===== src/rtl/parity_frame_sched_pkg.sv =====
// Shared types and constants for the parity frame scheduler.
package parity_sched_pkg;

    localparam int FRAME_BITS_DEF = 8;
    localparam int ID_W           = 1;

    typedef enum logic [2:0] {
        ST_IDLE  = 3'd0,
        ST_CLR   = 3'd1,
        ST_SHIFT = 3'd2,
        ST_WAIT  = 3'd3,
        ST_DONE  = 3'd4
    } state_e;

endpackage


===== src/rtl/parity_frame_sched_if.sv =====
// Requester, checker and result signals of the parity frame scheduler.
interface parity_frame_sched_if
    import parity_sched_pkg::*;
#(
    parameter int FRAME_BITS = FRAME_BITS_DEF
);
    logic                  req0_valid;
    logic                  req1_valid;
    logic [FRAME_BITS-1:0] req0_data;
    logic [FRAME_BITS-1:0] req1_data;
    logic                  req0_mode;
    logic                  req1_mode;
    logic                  req0_ready;
    logic                  req1_ready;
    logic                  chk_reset;
    logic                  chk_valid;
    logic                  chk_data_in;
    logic                  chk_mode;
    logic                  chk_parity_ok;
    logic [3:0]            chk_counter;
    logic                  res_valid;
    logic                  res_id;
    logic                  res_ok;
    logic [7:0]            err_cnt0;
    logic [7:0]            err_cnt1;

    modport master (
        output req0_valid, req1_valid, req0_data, req1_data, req0_mode, req1_mode,
        output chk_parity_ok, chk_counter,
        input  req0_ready, req1_ready, chk_reset, chk_valid, chk_data_in, chk_mode,
        input  res_valid, res_id, res_ok, err_cnt0, err_cnt1
    );

    modport slave (
        input  req0_valid, req1_valid, req0_data, req1_data, req0_mode, req1_mode,
        input  chk_parity_ok, chk_counter,
        output req0_ready, req1_ready, chk_reset, chk_valid, chk_data_in, chk_mode,
        output res_valid, res_id, res_ok, err_cnt0, err_cnt1
    );

endinterface


===== src/rtl/parity_frame_sched_rr_arb2.sv =====
// Two-way round-robin arbiter; after reset requester 0 has priority.
module rr_arb2 (
    input  logic       clk,
    input  logic       reset,
    input  logic [1:0] req,
    input  logic       accept,
    output logic [1:0] grant
);
    logic last;

    always_comb begin
        grant = req;
        if (req == 2'b11) grant = last ? 2'b01 : 2'b10;
    end

    // last=1 means requester 1 was granted most recently
    always_ff @(posedge clk or posedge reset) begin
        if (reset)                  last <= 1'b1;
        else if (accept && |grant)  last <= grant[1];
    end

endmodule


===== src/rtl/parity_frame_sched.sv =====
// Serializes frames from two requesters into a parity checker and reports results.
// Optional per-requester failure counters: define PARITY_SCHED_STATS_EN.
module parity_frame_sched
    import parity_sched_pkg::*;
#(
    parameter int FRAME_BITS = FRAME_BITS_DEF
) (
    input logic                 clk,
    input logic                 reset,
    parity_frame_sched_if.slave bus
);
    localparam logic [2:0] S_IDLE  = ST_IDLE;
    localparam logic [2:0] S_CLR   = ST_CLR;
    localparam logic [2:0] S_SHIFT = ST_SHIFT;
    localparam logic [2:0] S_WAIT  = ST_WAIT;
    localparam logic [2:0] S_DONE  = ST_DONE;

    localparam logic [3:0] LAST_BIT = 4'(FRAME_BITS - 1);
    localparam logic [3:0] CNT_EXP  = 4'(FRAME_BITS % 16);

    logic [2:0]            state;
    logic [3:0]            bit_idx;
    logic                  ok_lat;
    logic [FRAME_BITS-1:0] shreg;
    logic                  mode_lat;
    logic [ID_W-1:0]       id_lat;
    logic [1:0]            grant;
    logic                  idle;

    // Reset is folded in so ready stays low while reset is held
    assign idle = (state == S_IDLE) && !reset;

    rr_arb2 u_arb (
        .clk    (clk),
        .reset  (reset),
        .req    ({bus.req1_valid, bus.req0_valid}),
        .accept (idle),
        .grant  (grant)
    );

    assign bus.req0_ready = idle & grant[0];
    assign bus.req1_ready = idle & grant[1];

    always_ff @(posedge clk or posedge reset) begin
        if (reset) begin
            state   <= S_IDLE;
            bit_idx <= '0;
            ok_lat  <= 1'b0;
        end else begin
            case (state)
                S_IDLE:  if (|grant) state <= S_CLR;
                S_CLR: begin
                    bit_idx <= '0;
                    state   <= S_SHIFT;
                end
                S_SHIFT: begin
                    if (bit_idx == LAST_BIT) state <= S_WAIT;
                    else                     bit_idx <= bit_idx + 4'd1;
                end
                S_WAIT: begin
                    ok_lat <= bus.chk_parity_ok && (bus.chk_counter == CNT_EXP);
                    state  <= S_DONE;
                end
                S_DONE:  state <= S_IDLE;
                default: state <= S_IDLE;
            endcase
        end
    end

    // Payload path: no reset needed, every output it feeds is gated by state
    always_ff @(posedge clk) begin
        if (state == S_IDLE && |grant) begin
            shreg    <= grant[1] ? bus.req1_data : bus.req0_data;
            mode_lat <= grant[1] ? bus.req1_mode : bus.req0_mode;
            id_lat   <= grant[1];
        end else if (state == S_SHIFT) begin
            shreg <= shreg >> 1;
        end
    end

    assign bus.chk_reset   = (state == S_CLR);
    assign bus.chk_valid   = (state == S_SHIFT);
    assign bus.chk_data_in = bus.chk_valid & shreg[0];
    assign bus.chk_mode    = bus.chk_valid & mode_lat;
    assign bus.res_valid   = (state == S_DONE);
    assign bus.res_id      = bus.res_valid & id_lat[0];
    assign bus.res_ok      = bus.res_valid & ok_lat;

`ifdef PARITY_SCHED_STATS_EN
    logic [7:0] err0;
    logic [7:0] err1;

    function automatic logic [7:0] sat_inc(input logic [7:0] v);
        return (v == 8'hFF) ? v : v + 8'd1;
    endfunction

    always_ff @(posedge clk or posedge reset) begin
        if (reset) begin
            err0 <= '0;
            err1 <= '0;
        end else if (state == S_DONE && !ok_lat) begin
            if (id_lat[0]) err1 <= sat_inc(err1);
            else           err0 <= sat_inc(err0);
        end
    end

    assign bus.err_cnt0 = err0;
    assign bus.err_cnt1 = err1;
`else
    assign bus.err_cnt0 = '0;
    assign bus.err_cnt1 = '0;
`endif

endmodule


===== src/flat_wrapper.sv =====
// flat-port wrapper written by rule: the top's interface ports become plain ports
module parity_frame_sched_flat import parity_sched_pkg::*;
#(
    parameter int FRAME_BITS = FRAME_BITS_DEF
)
  (clk, reset, bus_req0_valid, bus_req1_valid, bus_req0_data, bus_req1_data, bus_req0_mode, bus_req1_mode, bus_chk_parity_ok, bus_chk_counter, bus_req0_ready, bus_req1_ready, bus_chk_reset, bus_chk_valid, bus_chk_data_in, bus_chk_mode, bus_res_valid, bus_res_id, bus_res_ok, bus_err_cnt0, bus_err_cnt1);
  parity_frame_sched_if #(.FRAME_BITS(FRAME_BITS)) bus_i ();
  input logic clk;
  input logic reset;
  input wire logic [$bits(bus_i.req0_valid)-1:0] bus_req0_valid;
  input wire logic [$bits(bus_i.req1_valid)-1:0] bus_req1_valid;
  input wire logic [$bits(bus_i.req0_data)-1:0] bus_req0_data;
  input wire logic [$bits(bus_i.req1_data)-1:0] bus_req1_data;
  input wire logic [$bits(bus_i.req0_mode)-1:0] bus_req0_mode;
  input wire logic [$bits(bus_i.req1_mode)-1:0] bus_req1_mode;
  input wire logic [$bits(bus_i.chk_parity_ok)-1:0] bus_chk_parity_ok;
  input wire logic [$bits(bus_i.chk_counter)-1:0] bus_chk_counter;
  output wire logic [$bits(bus_i.req0_ready)-1:0] bus_req0_ready;
  output wire logic [$bits(bus_i.req1_ready)-1:0] bus_req1_ready;
  output wire logic [$bits(bus_i.chk_reset)-1:0] bus_chk_reset;
  output wire logic [$bits(bus_i.chk_valid)-1:0] bus_chk_valid;
  output wire logic [$bits(bus_i.chk_data_in)-1:0] bus_chk_data_in;
  output wire logic [$bits(bus_i.chk_mode)-1:0] bus_chk_mode;
  output wire logic [$bits(bus_i.res_valid)-1:0] bus_res_valid;
  output wire logic [$bits(bus_i.res_id)-1:0] bus_res_id;
  output wire logic [$bits(bus_i.res_ok)-1:0] bus_res_ok;
  output wire logic [$bits(bus_i.err_cnt0)-1:0] bus_err_cnt0;
  output wire logic [$bits(bus_i.err_cnt1)-1:0] bus_err_cnt1;
  assign bus_i.req0_valid = bus_req0_valid;
  assign bus_i.req1_valid = bus_req1_valid;
  assign bus_i.req0_data = bus_req0_data;
  assign bus_i.req1_data = bus_req1_data;
  assign bus_i.req0_mode = bus_req0_mode;
  assign bus_i.req1_mode = bus_req1_mode;
  assign bus_i.chk_parity_ok = bus_chk_parity_ok;
  assign bus_i.chk_counter = bus_chk_counter;
  assign bus_req0_ready = bus_i.req0_ready;
  assign bus_req1_ready = bus_i.req1_ready;
  assign bus_chk_reset = bus_i.chk_reset;
  assign bus_chk_valid = bus_i.chk_valid;
  assign bus_chk_data_in = bus_i.chk_data_in;
  assign bus_chk_mode = bus_i.chk_mode;
  assign bus_res_valid = bus_i.res_valid;
  assign bus_res_id = bus_i.res_id;
  assign bus_res_ok = bus_i.res_ok;
  assign bus_err_cnt0 = bus_i.err_cnt0;
  assign bus_err_cnt1 = bus_i.err_cnt1;
  parity_frame_sched #(.FRAME_BITS(FRAME_BITS)) u_core (.clk(clk), .reset(reset), .bus(bus_i));
endmodule

===== config.mk =====
export PLATFORM = sky130hd
export DESIGN_NAME = parity_frame_sched_flat
export DESIGN_NICKNAME = d
export VERILOG_FILES = /design/src/rtl/parity_frame_sched_pkg.sv /design/src/rtl/parity_frame_sched_if.sv /design/src/rtl/parity_frame_sched_rr_arb2.sv /design/src/rtl/parity_frame_sched.sv /design/src/flat_wrapper.sv
export SDC_FILE = /design/constraint.sdc
export NUM_CORES = 1
export LEC_CHECK = 0
export BUFFER_PORTS_ARGS = -buffer_cell sky130_fd_sc_hd__buf_2
export CORE_ASPECT_RATIO = 0.7
export CORE_MARGIN = 2
export CORE_UTILIZATION = 50
export DETAILED_ROUTE_END_ITERATION = 8
export PLACE_DENSITY = 0.84
export SETUP_SLACK_MARGIN = 0.3
export SYNTH_ARGS = -nofsm -noshare
export SYNTH_HDL_FRONTEND = slang
export SYNTH_SLANG_ARGS = --single-unit
export TNS_END_PERCENT = 5

===== constraint.sdc =====
create_clock -name clk -period 2.6 [get_ports clk]
set_input_delay 0.52 -clock clk [delete_from_list [all_inputs] [get_ports clk]]
set_output_delay 0.52 -clock clk [all_outputs]
set_load 0.05 [all_outputs]

==> impl_results.md <==
* Status: finished clean
* Register Area at 530.5 sq um
* Crit share post-route at 85.17%
* Routed wire per std cell at 11.75 um
* DRT Pass-1 Iters at 4
* Vias in the first global route at 787
* Commonest non-fill, non-tap cells in the layout: 33 x buf_2, 16 x conb_1, 10 x mux2i_1, 10 x edfxtp_1
* I/O Buffers at 35
* DP Worst Slack at 0.5312 ns
* Synthesized cell area at 1169 sq um
* Htree depth at 1
* Clk_lat worst skew at 0.31 ns
* Critical path endpoint category: output pin
* # IOs at 52
* Layout cell share with drive strength beyond 1 at 38.51%
* Worst Clk Skew at 0.001980 ns
* Commonest non-fill, non-tap cell in the layout: buf_2
* Clk slew on worst S/H paths at 0.10 ns
* Worst setup margin at 0.3855 ns
* CTS tree: built
* GRT Resource Usage Total at 17.09%
* Final period demand of the worst path at 2.215 ns
* Crit path kind: register to output pin
* Post-route DRC violation count at 0
* Hold/Removal Path Class: primary input to asynchronous set/reset pin
* Ant. Diodes at 0
* Full die area at 2746 sq um
* Ys async rst share at 47.37%
* Post-route antenna net violation count at 0
* Layout Nets at 177
* Non-Filler Instances at 180
* GR Overflow Total at 0
* Final Hold Viols at 0
* Peak supply drop at 0.4820 mV
* Max-cap violation count at 0
* Required @ worst endpoint at 2.08 ns
* Initial antenna violation count at 0
* Flops & latches, synth at 19
* Die X at 61.79 um
* Sum Neg Setup Slack at 0 ns
* Detailed-route via count at 869
* Core box area at 2172 sq um
* Maximum clock frequency at 451.6 MHz
* Critical Path Fanout Max at 8
* Via/cell ratio at 4.828
* EDFF count, synth at 10
* PwrDens at 1119 nW/um^2
* Initial Utilization at 53.80%
* Row cnt at 14
* Ys flop type: edfxtp_1
* YS warnings at 0
* Fillers at 183
* Clock Tree Root: clkbuf_4
* Clock sinks at 19
* DPL Wire Length at 1.590 mm
* Max-slew violations at 0
* Multi-input logic area at 549.3 sq um
* Final wirelength at 2.115 mm
* Final number of setup-violating endpoints at 0
* CTS Buf Count at 3
* Worst EP arrival at 1.69 ns
* Area grow syn2layout at 18.74%
* Synthesized area per cell at 10.62 sq um
* Placer Congestion at 0.7461
* CP Launch Type: register
* Clk buf depth at 2
* DR iter-0 viols at 5
* RSZ-0062 raised after global routing: true
* Netlist cell types at 34
* First-pass GRT wire length at 3.360 mm
* Hold-fix buffers, CTS at 0
* Placed insts at 173
* Seq/Total Area, Yosys at 45.07%
* Cells after Synth at 110
* Maximum number of pins on one net before global-route repair at 13
* Static Leak at 0.6903 nW
* Die height at 44.45 um
## cells by family (layout without fill, tap and decap cells)
logic type | Yosys count | in the layout | synth area share [%]
AOI/OAI and AO/OA | 17 | 17 | 10.71
xor gates and xnor gates | 2 | 2 | 1.499
adders and majority gates | 1 | 1 | 1.070
buffers and inverters | 27 | 50 | 14.45
DFF | 19 | 19 | 45.08
muxes | 12 | 12 | 10.49
other | 1 | 16 | 0.3209
and+or+nand+nor | 31 | 31 | 16.38
## worst max-delay path, cell delays in order (launching register included)
cell and delay, ns:
dfrtp_2 0.48, or3b_2 0.53, inv_1 0.11, buf_2 0.27
## stage by stage
stage                     util (%)  area, sq um  hold slack, ns  power, mW
after detailed placement     60.48         1314          0.5028      1.343
after global routing         63.88         1388          0.1973      1.663
after CTS                    62.04         1348          0.1630      1.503
final                        63.88         1388          0.1795      1.552
after floorplan                  -         1230          0.3472      1.199
after global placement       60.48         1314          0.4946      1.310
## synth_stat cells (2+ instances only)
cell	count	area, sq um
a2bb2oi_1	7	61.31
edfxtp_1	10	300.3
dfrtp_1	8	200.2
nor4_1	2	12.51
a21oi_1	4	20.02
a31oi_1	2	12.51
inv_1	6	22.52
nor2b_1	3	18.77
nor3_1	2	10.01
nand2b_1	7	43.79
and2_1	4	25.02
mux2_2	2	22.52
buf_2	3	15.01
nand2_1	5	18.77
buf_4	17	127.6
mux2i_1	10	100.1
## metal layers
metal | track usage, % | part of all wire, % | wire [um] | vias to the layer above
met5 | 0 | 0 | 0 | -
met1 | 20.07 | 45 | 951 | 403
li1 | - | - | - | 432
met4 | 6.383 | 1.5 | 31 | 0
met2 | 28.63 | 47 | 1004 | 29
met3 | 6.140 | 6.1 | 128 | 5
## cell type report
type / instances / area share, %
Clock buffer: 3 / 1.623
Clock inverter: 1 / 0.3607
Inverter: 6 / 1.623
Multi-Input combinational cell: 79 / 39.59
Sequential cell: 19 / 38.23
Tap cell: 32 / 2.885
Timing Repair Buffer: 40 / 15.69
## state kept, by name (all words and copies together), names as in the netlist
| register | cells |
|---|---|
| u_core.bit_idx | 4 |
| u_core.id_lat | 1 |
| u_core.mode_lat | 1 |
| u_core.ok_lat | 1 |
| u_core.shreg | 8 |
| u_core.state | 3 |
| u_core.u_arb.last | 1 |
## worst paths after layout
check | from | to | slack, ns | depth (start not counted)
min reg2reg | u_core.bit_idx[0] | u_core.bit_idx[0] | 0.53 | 1
max | u_core.state[2] | bus_chk_reset | 0.39 | 3
min | reset | u_core.bit_idx[0] | 0.18 | 2
min in group clk | bus_req1_valid | u_core.u_arb.last | 0.52 | 3
max in group asynchronous | reset | u_core.u_arb.last | 2.13 | 2
max reg2reg | u_core.state[2] | u_core.shreg[4] | 0.89 | 5
## timing repair
item | 4_1_cts | 5_1_grt
buffers inserted | 0 | 3
gates resized for setup | 1 | 7
setup endpoints to repair | 4 | 6
## power breakdown
group | internal, mW | switching, mW
clock | 0.0576 | 0.0940
sequential | 0.510 | 0.118
combinational | 0.319 | 0.454
total | 0.886 | 0.666
Note: power is estimated with default switching activity, not from simulation.
